$ cat src/rtl/ifetch_ctrl.sv
// Instruction-fetch controller: turns the registered PC into imem word reads
// and hands fetched instructions to decode over a valid/ready handshake.
module ifetch_ctrl #(
    parameter logic [31:0] PC_BASE = 32'h0040_0000,
    parameter int          ADDR_W  = 10,
    parameter int          TIMEOUT = 255
) (
    input  logic              clk,
    input  logic              rst,
    input  logic [31:0]       pc,
    output logic              pc_ena,
    input  logic              flush,
    output logic              imem_req,
    output logic [ADDR_W-1:0] imem_addr,
    input  logic              imem_ack,
    input  logic [31:0]       imem_rdata,
    output logic [31:0]       inst,
    output logic [31:0]       inst_pc,
    output logic              inst_valid,
    input  logic              inst_ready,
    output logic              addr_err,
    output logic              fetch_err
);

    localparam logic [2:0] S_IDLE = 3'd0;
    localparam logic [2:0] S_WAIT = 3'd1;
    localparam logic [2:0] S_HOLD = 3'd2;
    localparam logic [2:0] S_ADV  = 3'd3;
    localparam logic [2:0] S_ERR  = 3'd4;

    localparam logic [15:0] TIMEOUT_LAST = 16'(TIMEOUT - 1);

    logic [2:0]  state;
    logic [15:0] count;
    logic        drop;
    logic [31:0] req_pc;
    logic [31:0] idx;
    logic        pc_ok;

    // Range check uses the full 32-bit word index before it is truncated to ADDR_W.
    assign idx   = (pc - PC_BASE) >> 2;
    assign pc_ok = (pc[1:0] == 2'b00) && (pc >= PC_BASE) && ((idx >> ADDR_W) == 32'd0);

    always_ff @(posedge clk or posedge rst) begin
        if (rst) begin
            state      <= S_IDLE;
            count      <= '0;
            drop       <= 1'b0;
            req_pc     <= '0;
            pc_ena     <= 1'b0;
            imem_req   <= 1'b0;
            imem_addr  <= '0;
            inst       <= '0;
            inst_pc    <= '0;
            inst_valid <= 1'b0;
            addr_err   <= 1'b0;
            fetch_err  <= 1'b0;
        end else begin
            case (state)
                S_IDLE: begin
                    if (pc_ok) begin
                        imem_req  <= 1'b1;
                        imem_addr <= idx[ADDR_W-1:0];
                        req_pc    <= pc;
                        count     <= '0;
                        state     <= S_WAIT;
                    end else begin
                        addr_err <= 1'b1;
                        state    <= S_ERR;
                    end
                end
                S_WAIT: begin
                    // A flush arriving on the same edge as the ack also discards the data.
                    if (imem_ack) begin
                        imem_req <= 1'b0;
                        if (drop || flush) begin
                            drop   <= 1'b0;
                            pc_ena <= 1'b1;
                            state  <= S_ADV;
                        end else begin
                            inst       <= imem_rdata;
                            inst_pc    <= req_pc;
                            inst_valid <= 1'b1;
                            state      <= S_HOLD;
                        end
                    end else if (count == TIMEOUT_LAST) begin
                        imem_req  <= 1'b0;
                        fetch_err <= 1'b1;
                        drop      <= 1'b0;
                        state     <= S_ERR;
                    end else begin
                        count <= count + 16'd1;
                        if (flush) begin
                            drop <= 1'b1;
                        end
                    end
                end
                S_HOLD: begin
                    if (flush || inst_ready) begin
                        inst_valid <= 1'b0;
                        pc_ena     <= 1'b1;
                        state      <= S_ADV;
                    end
                end
                S_ADV: begin
                    pc_ena <= 1'b0;
                    state  <= S_IDLE;
                end
                S_ERR: begin
                    if (flush) begin
                        addr_err  <= 1'b0;
                        fetch_err <= 1'b0;
                        pc_ena    <= 1'b1;
                        state     <= S_ADV;
                    end
                end
                default: state <= S_IDLE;
            endcase
        end
    end

endmodule

$ cat config.mk
export PLATFORM = sky130hd
export DESIGN_NAME = ifetch_ctrl
export DESIGN_NICKNAME = d
export VERILOG_FILES = /design/src/rtl/ifetch_ctrl.sv
export SDC_FILE = /design/constraint.sdc
export NUM_CORES = 1
export LEC_CHECK = 0
export BUFFER_PORTS_ARGS = -buffer_cell sky130_fd_sc_hd__buf_4
export CAP_MARGIN = 15
export CELL_PAD_IN_SITES_DETAIL_PLACEMENT = 0
export CELL_PAD_IN_SITES_GLOBAL_PLACEMENT = 2
export CORE_ASPECT_RATIO = 1.75
export CORE_UTILIZATION = 38
export CTS_BUF_LIST = sky130_fd_sc_hd__clkbuf_4
export DETAILED_ROUTE_END_ITERATION = 6
export PLACE_DENSITY = 0.89
export SLEW_MARGIN = 0
export SYNTH_ARGS = -nofsm -noshare
export SYNTH_HDL_FRONTEND = slang
export SYNTH_SLANG_ARGS = --single-unit
$ cat constraint.sdc
create_clock -name clk -period 7.8 [get_ports clk]
set_input_delay 0.39 -clock clk [delete_from_list [all_inputs] [get_ports clk]]
set_output_delay 0.39 -clock clk [all_outputs]
set_load 0.02 [all_outputs]
==> results.cfg <==
[outcome]
run_status = finished clean

[routing]
detail-route-antenna-nets = 0
drt_pass1_iterations = 4
route.detailed.vias_per_inst = 4.86
detailed_route_wl_mm = 10.5
via_count_of_the_routed_design = 3452
drt-wirelength-per-cell_um = 14.8
first_iter_violations = 117
drt_drc_violations_left = 0

[power]
ir_drop_v = 0.000165
power.static_leakage_nw = 3.32
p_clk_share_pct = 25.5
p_int_mw = 1.20
power.share.sequential_pct = 45.7
switching_share_pct = 32.4
share_comb_of_total_power_pct = 28.8
cellPowerDensity_nw_per_um2 = 271
p_sw_uw = 577

[worst_setup_path]
critical_path.max_fanout = 45
crit_path_start_kind = register
worst-setup-path-type = register to register
worstSetupEndpointType = register
timing.critical_path.required_ps = 8190
worstPathArrival_ps = 2780

[run]
max-cap-violations = 0

[global_route]
globalRoute.totalOverflow = 0
grt_start_max_net_pins = 73
grt_pass1_vias = 3559
antenna_violations_before_repair = 1
wire_length_of_the_first_global_routing_pass_mm = 17.2
grtUsageTotal_pct = 16.4

[cts]
cts-root-buf = sky130_fd_sc_hd__clkbuf_4
cts_setup_buffers = 0
cts_hold_buf = 1
cts_buffers = 17
tritoncts_num_sinks = 121
clock_latency_ps = 500
cts.htree.levels = 4
post_cts_sizing = 0
buffers_from_clock_root_to_sink_at_most = 2
path_clk_slew_ps = 110
cts_tree = yes

[yosys]
synth.ff_latch_count = 121
yosysTopAreaCell = sky130_fd_sc_hd__dfrtp_1
synth_warnings = 0
syn-instance-count = 382
asyncSetResetFlopFracSynth_pct = 100
yosys.area.top_type_share_pct = 59.4
synth.distinct_cells = 52
synth_nets = 453
yosys.area_share.simple_pct = 12.8
synth.area.mux_share_pct = 17.6
syn-cell-area_um2 = 5090
synth_fa_ha_area_share_pct = 0.491
synth.top_cells.by_area = sky130_fd_sc_hd__dfrtp_1 59%, sky130_fd_sc_hd__mux2_2 16%, sky130_fd_sc_hd__nor2b_1 3.6%
post_synth_xor_area_fraction_pct = 1.03
combinational_family_with_the_most_area_after_synthesis = multiplexers
post_synthesis_area_per_instance_um2 = 13.3
synthFlopType = sky130_fd_sc_hd__dfrtp_1
synth-edff-count = 0
synth_compound_area_share_pct = 4.81
sequential_area_share_after_synthesis_pct = 59.4

[sta]
hold_viol = 0
setup-tns-final_ps = 0
slew_headroom_pct = 36.2
fin_crit_sh_pct = 30.7
holdWs_ps = 109
clock_skew_ps = 11.9
setup_viol = 0
timing.final.max_slew_violations = 0
final_critical_path_setup_slack_ps = 5410
fmax_ghz = 0.418
worst_slew_pin_slew_ps = 957
rsz0062_at_grt = no
layout_min_cycle_time_ps = 2390

[final_layout]
final_layout_size_suffix_gt1_share_pct = 50.5
num-nets-final = 597
layout-area-overhead-vs-synth_pct = 29.1
mostFrequentLayoutCells = 149 x sky130_fd_sc_hd__buf_4, 121 x sky130_fd_sc_hd__dfrtp_1, 74 x sky130_fd_sc_hd__mux2_2
layout_commonest_cell = sky130_fd_sc_hd__buf_4
design_area_um2 = 6580

[floorplanning]
num_rows = 55
top_level_ports = 148
area_of_the_die_um2 = 13900
die_h_um = 155
core_area_um2 = 13000
floorplan.initialDensity_pct = 39.2
die_w_um = 89.5

[placement]
post-place-ws_ps = 5170
buffer_ports.inserted = 147
placed_area_um2 = 6270
post_dp_hpwl_mm = 7.56
place.gp.congestion = 0.797

[worst_hold_path]
worstHoldPathType = input pin to register
[sequential cells by signal, indices dropped and copies added (netlist names)]
name,cells
inst,32
inst_pc,32
req_pc,23
count,16
imem_addr,9
state,3
addr_err,1
drop,1
fetch_err,1
imem_req,1
inst_valid,1
pc_ena,1
[area by class of cell]
class	count	area, um2
Antenna cell	1	2.50
Sequential cell	121	3030
Clock buffer	19	143
Timing Repair Buffer	150	1130
Fill cell	1191	6430
Multi-Input combinational cell	228	1870
Inverter	8	32.5
Tap cell	171	214
Clock inverter	13	153
[power groups by stage]
stage | logic [mW] | registers [mW] | clock network [mW]
detailed placement | 0.519 | 0.827 | 0
global placement | 0.510 | 0.819 | 0
CTS | 0.520 | 0.814 | 0.471
finish | 0.512 | 0.815 | 0.454
global route | 0.548 | 0.829 | 0.497
floorplan | 0.205 | 0.914 | 0
[metrics by stage]
step	std cells	power, mW	util [%]
6_report	711	1.78	50.6
5_1_grt	711	1.87	50.6
4_1_cts	710	1.81	50.5
3_5_place_dp	677	1.35	48.2
3_3_place_gp	677	1.33	48.2
2_1_floorplan	382	1.12	-
[cell usage after synthesis (4+ instances only)]
| master | n |
|---|---|
| sky130_fd_sc_hd__and2_1 | 4 |
| sky130_fd_sc_hd__nand4_1 | 5 |
| sky130_fd_sc_hd__buf_4 | 11 |
| sky130_fd_sc_hd__nor4_1 | 7 |
| sky130_fd_sc_hd__clkbuf_1 | 4 |
| sky130_fd_sc_hd__nand3_1 | 5 |
| sky130_fd_sc_hd__nand2_1 | 12 |
| sky130_fd_sc_hd__buf_2 | 9 |
| sky130_fd_sc_hd__nor2b_1 | 29 |
| sky130_fd_sc_hd__nor2_1 | 19 |
| sky130_fd_sc_hd__mux2_2 | 74 |
| sky130_fd_sc_hd__xnor2_1 | 5 |
| sky130_fd_sc_hd__a21oi_1 | 10 |
| sky130_fd_sc_hd__o31ai_1 | 5 |
| sky130_fd_sc_hd__inv_1 | 8 |
| sky130_fd_sc_hd__dfrtp_1 | 121 |
[path summary, 6_finish.rpt]
check	startpoint	endpoint	slack (ps)	depth (start not counted)
hold / removal	imem_rdata[19]	inst[19]	110	2
min in group asynchronous	rst	inst[22]	510	3
setup / recovery	state[2]	count[14]	5410	4
setup reg to reg	state[2]	count[14]	5410	4
max in group asynchronous	rst	count[15]	5950	4
hold reg to reg	req_pc[22]	req_pc[22]	480	1
[metal layers]
| metal | track usage, % | up-vias | share of wire, % |
|---|---|---|---|
| met4 | 6.58 | 0 | 2.2 |
| li1 | - | 1635 | - |
| met5 | 0 | - | 0 |
| met1 | 18.2 | 1702 | 38 |
| met3 | 4.72 | 17 | 4.8 |
| met2 | 28.6 | 98 | 55 |
[critical path: stages (launching register included)]
cell and delay [ps]:
sky130_fd_sc_hd__dfrtp_1 520, sky130_fd_sc_hd__nor3_2 370, sky130_fd_sc_hd__and4b_2 940, sky130_fd_sc_hd__nor2b_1 100, sky130_fd_sc_hd__mux2_1 320
[logic make-up (layout without fill, tap and decap cells)]
logic type / Yosys count / count (layout)
other cells: 0 / 1
xor+xnor: 6 / 6
simple gates: 107 / 107
mux: 79 / 79
fa+ha+maj: 2 / 2
compound gates: 34 / 34
buf+inv: 33 / 190
flops: 121 / 121
(Power assumes the default switching activity.)
